`config.mk`:
```
export PLATFORM = sky130hd
export DESIGN_NAME = i2c_write_master
export DESIGN_NICKNAME = d
export VERILOG_FILES = /design/src/rtl/i2c_write_master.sv
export SDC_FILE = /design/constraint.sdc
export NUM_CORES = 1
export LEC_CHECK = 0
export ABC_AREA = 1
export BUFFER_PORTS_ARGS = -buffer_cell sky130_fd_sc_hd__buf_2
export CAP_MARGIN = 20
export CORE_MARGIN = 5
export CORE_UTILIZATION = 35
export CTS_CLUSTER_DIAMETER = 40
export DETAILED_ROUTE_END_ITERATION = 10
export GPL_TIMING_DRIVEN = 0
export HOLD_SLACK_MARGIN = 0.1
export PLACE_DENSITY = 0.51
export SLEW_MARGIN = 40
export SYNTH_ARGS = -nofsm -noshare
export SYNTH_HDL_FRONTEND = slang
export SYNTH_SLANG_ARGS = --single-unit
```
`constraint.sdc`:
```
create_clock -name Clk -period 2.2 [get_ports Clk]
set_clock_uncertainty 0.15 [all_clocks]
set_input_delay 0.22 -clock Clk [delete_from_list [all_inputs] [get_ports Clk]]
set_output_delay 0.22 -clock Clk [all_outputs]
set_load 0.01 [all_outputs]
```
`src/rtl/i2c_write_master.sv`:
```
// I2C write-only master: START, {dev_addr,0}, up to MAX_BYTES data bytes with ACK checks, STOP.
// Accept->done takes CLK_DIV*(6+36*(1+nbytes)) cycles; no backpressure, start is ignored while busy.
module i2c_write_master #(
  parameter int CLK_DIV   = 4,
  parameter int MAX_BYTES = 2,
  parameter int NB_W      = $clog2(MAX_BYTES + 1)
) (
  input  logic                   Clk,
  input  logic                   Reset,
  input  logic                   start,
  input  logic [6:0]             dev_addr,
  input  logic [NB_W-1:0]        nbytes,
  input  logic [8*MAX_BYTES-1:0] wr_data,
  output logic                   busy,
  output logic                   done,
  output logic                   nack,
  output logic [NB_W-1:0]        nack_idx,
  output logic                   scl_o,
  output logic                   sda_oe,
  input  logic                   sda_i
);
  localparam int              TQ_W   = (CLK_DIV > 1) ? $clog2(CLK_DIV) : 1;
  localparam logic [TQ_W-1:0] TQ_MAX = TQ_W'(CLK_DIV - 1);
  localparam logic [NB_W-1:0] NB_MAX = NB_W'(MAX_BYTES);

  typedef enum logic [2:0] {S_IDLE, S_START, S_BIT, S_ACK, S_STOP} state_t;

  state_t                 state_q, state_d;
  logic [TQ_W-1:0]        tq_cnt;
  logic [1:0]             phase_q;
  logic [2:0]             bit_cnt;
  logic [NB_W-1:0]        byte_cnt;
  logic [NB_W-1:0]        last_idx;
  logic [7:0]             shreg;
  logic [8*MAX_BYTES-1:0] data_buf;
  logic                   tick;
  logic                   accept;

  assign tick   = (tq_cnt == '0);
  assign accept = (state_q == S_IDLE) && start;
  assign busy   = (state_q != S_IDLE);

  always_ff @(posedge Clk) begin
    if (!Reset) begin
      state_q <= S_IDLE;
      tq_cnt  <= '0;
      phase_q <= '0;
    end else begin
      state_q <= state_d;
      if (state_q == S_IDLE) begin
        tq_cnt  <= TQ_MAX;
        phase_q <= '0;
      end else if (tick) begin
        tq_cnt  <= TQ_MAX;
        phase_q <= (state_d != state_q) ? 2'd0 : phase_q + 2'd1;
      end else begin
        tq_cnt <= tq_cnt - 1'b1;
      end
    end
  end

  always_comb begin
    state_d = state_q;
    scl_o   = 1'b1;
    sda_oe  = 1'b0;
    done    = 1'b0;
    unique case (state_q)
      S_IDLE: begin
        if (start) state_d = S_START;
      end
      S_START: begin
        scl_o  = (phase_q != 2'd2);
        sda_oe = 1'b1;
        if (tick && phase_q == 2'd2) state_d = S_BIT;
      end
      S_BIT: begin
        scl_o  = (phase_q == 2'd1) || (phase_q == 2'd2);
        sda_oe = ~shreg[7];
        if (tick && phase_q == 2'd3 && bit_cnt == 3'd7) state_d = S_ACK;
      end
      S_ACK: begin
        // nack was already set from the tq2 sample when the slave refused this byte
        scl_o = (phase_q == 2'd1) || (phase_q == 2'd2);
        if (tick && phase_q == 2'd3)
          state_d = (nack || byte_cnt == last_idx) ? S_STOP : S_BIT;
      end
      S_STOP: begin
        scl_o  = (phase_q != 2'd0);
        sda_oe = (phase_q != 2'd2);
        if (tick && phase_q == 2'd2) begin
          done    = 1'b1;
          state_d = S_IDLE;
        end
      end
      default: state_d = S_IDLE;
    endcase
  end

  always_ff @(posedge Clk) begin
    if (!Reset) begin
      bit_cnt  <= '0;
      byte_cnt <= '0;
      last_idx <= '0;
      shreg    <= '0;
      data_buf <= '0;
      nack     <= 1'b0;
      nack_idx <= '0;
    end else if (accept) begin
      bit_cnt  <= '0;
      byte_cnt <= '0;
      last_idx <= (nbytes > NB_MAX) ? NB_MAX : nbytes;
      shreg    <= {dev_addr, 1'b0};
      data_buf <= wr_data;
      nack     <= 1'b0;
      nack_idx <= '0;
    end else if (tick) begin
      if (state_q == S_BIT && phase_q == 2'd3) begin
        shreg   <= {shreg[6:0], 1'b0};
        bit_cnt <= bit_cnt + 3'd1;
      end
      if (state_q == S_ACK && phase_q == 2'd2 && sda_i) begin
        nack     <= 1'b1;
        nack_idx <= byte_cnt;
      end
      if (state_q == S_ACK && state_d == S_BIT) begin
        shreg    <= data_buf[8*MAX_BYTES-1 -: 8];
        data_buf <= data_buf << 8;
        byte_cnt <= byte_cnt + 1'b1;
      end
    end
  end

endmodule

```
==> results_dict.tcl <==
set metrics [dict create \
    grt_start_max_net_pins 14 \
    insertion_delay_ns 0.30 \
    post-dp-hpwl_um 4170 \
    crit_path_end_kind "flip-flop" \
    routed_wirelength_um 5810 \
    place_congestion 0.866 \
    holdCritPathClass "in2reg" \
    yosys.area_share.adder_pct 3.98 \
    cts-htree-levels 2 \
    cpMaxStageDelayCell "sky130_fd_sc_hd__dfxtp_1" \
    yosysSeqAreaShare_pct 37.3 \
    final-setup-viol-count 0 \
    worst_setup_path_start_kind "flip-flop" \
    fin_crit_ns 2.03 \
    critical_path_required_ns 2.29 \
    post_dp_cell_area_um2 2460 \
    synthXorXnorAreaFrac_pct 0.796 \
    critical_path.n_buffers_inverters 3 \
    yosys.area_share.simple_pct 39.2 \
    synth_area_in_compound_gates_pct 9.84 \
    ys_dominant_reg_cell "sky130_fd_sc_hd__dfxtp_1" \
    timing.critical_path.arrival_ns 2.12 \
    drt-pass1-iter-count 4 \
    synth-warning-count 0 \
    grt_first_pass_wirelength_um 9740 \
    synth.top_cell.area_share_pct 37.3 \
    final_core_util_pct 46.6 \
    post_synth_main_area_contributors "sky130_fd_sc_hd__dfxtp_1 (37%), sky130_fd_sc_hd__nand2_1 (17%), sky130_fd_sc_hd__nor2_1 (11%)" \
    critPathMaxFanout 10 \
    min_period_over_period_pct 92.2 \
    antenna-diode-count 0 \
    design.portCount 36 \
    path_cells "inv_1, ha_1, nand2_1, nand2_1, nand3_2, nor2_4, inv_2, nor2_4, nand2_4, buf_6, nand3_1, nand2_1, nor2_1" \
    detail-route-antenna-nets 0 \
    synthMuxAreaShare_pct 0 \
    design.die.area_um2 7970 \
    synth.cell_area_um2 2200 \
    dominant_combinational_cell_family_by_area_after_synthesis "simple AND/OR/NAND/NOR gates" \
    design_power_total_mw 1.61 \
    wl_per_cell_um 12.2 \
    dr.first_iter.drc_count 82 \
    clockBufferDepth 2 \
    dr_total_vias 2236 \
    timing.final.max_slew_violations 0 \
    cts.reportedPaths.clkPinSlew_ns 0.09 \
    cap_violations 0 \
    achievable-frequency_ghz 0.493 \
    synth_cell_types 31 \
    chipWidth_um 89.3 \
    max_slew.worst_pin.slew_ns 0.510 \
    tritoncts_clock_tree "built" \
    ratio_of_total_power_to_cell_area_nw_per_um2 575 \
    postSynthCellCount 338 \
    drc_errors 0 \
    numCtsBuffers 5 \
    timing.hold.ws_ns 0.106 \
    run_status "finished clean" \
    cts_root_cell "sky130_fd_sc_hd__clkbuf_8" \
    port_buffers 34 \
    globalRouteTotalUtil_pct 15.7 \
    finalHoldViolCount 0 \
    area.growth.synth_to_final_pct 27.6 \
    source_of_the_critical_timing_path "tq_cnt[0]" \
    cts.sinks 41 \
    r2r-start "tq_cnt[0]" \
    core_um2 6030 \
    syn_nets 374 \
    grt_antenna_before_repair 0 \
    edff_count_synth 0 \
    crit_path_max_incr_delay_ns 0.32 \
    hold_start "dev_addr[5]" \
    synthDominantAreaCellType "sky130_fd_sc_hd__dfxtp_1" \
    yosys_register_bits 41 \
    layout.nets 436 \
    viasPerCell 4.70 \
    p_leak_nw 1.40 \
    internal_reg_to_reg_setup_slack_ns 0.17 \
    overflow_left_after_global_routing 0 \
    critical_path.most_common_cell "sky130_fd_sc_hd__nand2_1" \
    layout.cell_area.non_filler_um2 2810 \
    crit_family "simple AND/OR/NAND/NOR gates" \
    syn-mean-instance-area_um2 6.51 \
    drive_above_1_share_pct 16.0 \
    vias_in_the_first_global_route 2146 \
    max-vdd-ir-drop_mv 0.375 \
    chip_height_um 89.3 \
    synthTopCellsByCount "sky130_fd_sc_hd__nand2_1 (100), sky130_fd_sc_hd__nor2_1 (62), sky130_fd_sc_hd__dfxtp_1 (41), sky130_fd_sc_hd__inv_1 (36), sky130_fd_sc_hd__nand3_1 (22)" \
    start_util_pct 36.5 \
    timing.max_slew.rel_slack_pct 66.0 \
    worstSetupPathType "reg2reg" \
    post-synth-top-count-cell "sky130_fd_sc_hd__nand2_1" \
    asyncSetResetFlopFracSynth_pct 0 \
    std_cell_rows 28 \
]
## layer usage
| layer | GRT usage [%] | vias to the layer above | wire [um] |
|---|---|---|---|
| met1 | 21.4 | 999 | 2920 |
| met4 | 4.47 | 0 | 36 |
| met5 | 0 | - | 0 |
| li1 | - | 1185 | - |
| met3 | 2.86 | 6 | 249 |
| met2 | 25.3 | 46 | 2610 |
## metrics by stage
step	TNS [ns]	worst slack [ns]	instances
2_1_floorplan	0	0.377	338
3_3_place_gp	-0.00614	-0.00339	447
3_5_place_dp	-0.00867	-0.00501	447
4_1_cts	0	0.000574	473
5_1_grt	-0.0212	-0.0195	476
6_report	0	0.171	476
## cells by family after synthesis
family / count (synthesis)
DFF: 41
adders and majority gates: 7
xor gates and xnor gates: 2
and+or+nand+nor: 203
buffers and inverters: 48
AOI/OAI and AO/OA: 37
## sequential cells by signal, summed over array words and instances (netlist names)
| register | count |
|---|---|
| nack | 1 |
| shreg | 8 |
| bit_cnt | 3 |
| data_buf | 16 |
| byte_cnt | 2 |
| tq_cnt | 2 |
| last_idx | 2 |
| phase_q | 2 |
| state_q | 3 |
| nack_idx | 2 |
## cell usage in the layout (no fill, tap or decap), types with 4 or more instances in the layout
master	n
sky130_fd_sc_hd__o21ai_0	7
sky130_fd_sc_hd__dlygate4sd3_1	18
sky130_fd_sc_hd__dfxtp_1	41
sky130_fd_sc_hd__buf_2	36
sky130_fd_sc_hd__nor2_1	62
sky130_fd_sc_hd__nand3_1	22
sky130_fd_sc_hd__clkbuf_8	5
sky130_fd_sc_hd__a21oi_1	17
sky130_fd_sc_hd__ha_1	5
sky130_fd_sc_hd__nand3b_1	6
sky130_fd_sc_hd__buf_4	4
sky130_fd_sc_hd__nand2_1	99
sky130_fd_sc_hd__inv_1	36
sky130_fd_sc_hd__a211oi_1	4
## power by group
group	total [mW]	leakage (nW)	internal (mW)	switching (mW)
combinational	0.307	1.02	0.127	0.180
sequential	0.806	0.336	0.785	0.0215
clock	0.499	0.0439	0.219	0.280
total	1.61	1.40	1.13	0.482
## tightest hold or removal path, stage by stage
cell and delay (ns):
sky130_fd_sc_hd__buf_2 0.07, sky130_fd_sc_hd__nand2_1 0.04, sky130_fd_sc_hd__nand3_1 0.08, sky130_fd_sc_hd__nor2_1 0.04, sky130_fd_sc_hd__nor2_1 0.06
## area by class of cell
class                      count  area (um^2)
sequential                    41          821
multi-input combinational    249         1240
clock buffer                   5         68.8
inverter                      38          143
timing repair buffer          55          373
buffer                        10         51.3
tap                           75         93.8
fill                         681         3220
clock inverter                 3         17.5
## timing repair
action / CTS / global route
endpoints found under the hold margin: 17 / 0
buffers inserted: 0 / 3
resized for setup: 1 / 8
hold buffers: 18 / 0
setup endpoints to repair: 7 / 26
pin swaps: 0 / 2
## worst paths after layout
check / cells past startpoint / to
min reg2reg: 1 / tq_cnt[0]
max reg2reg: 13 / data_buf[15]
max: 13 / data_buf[15]
min: 5 / shreg[6]
No activity file was read; power rests on OpenSTA's default activity.
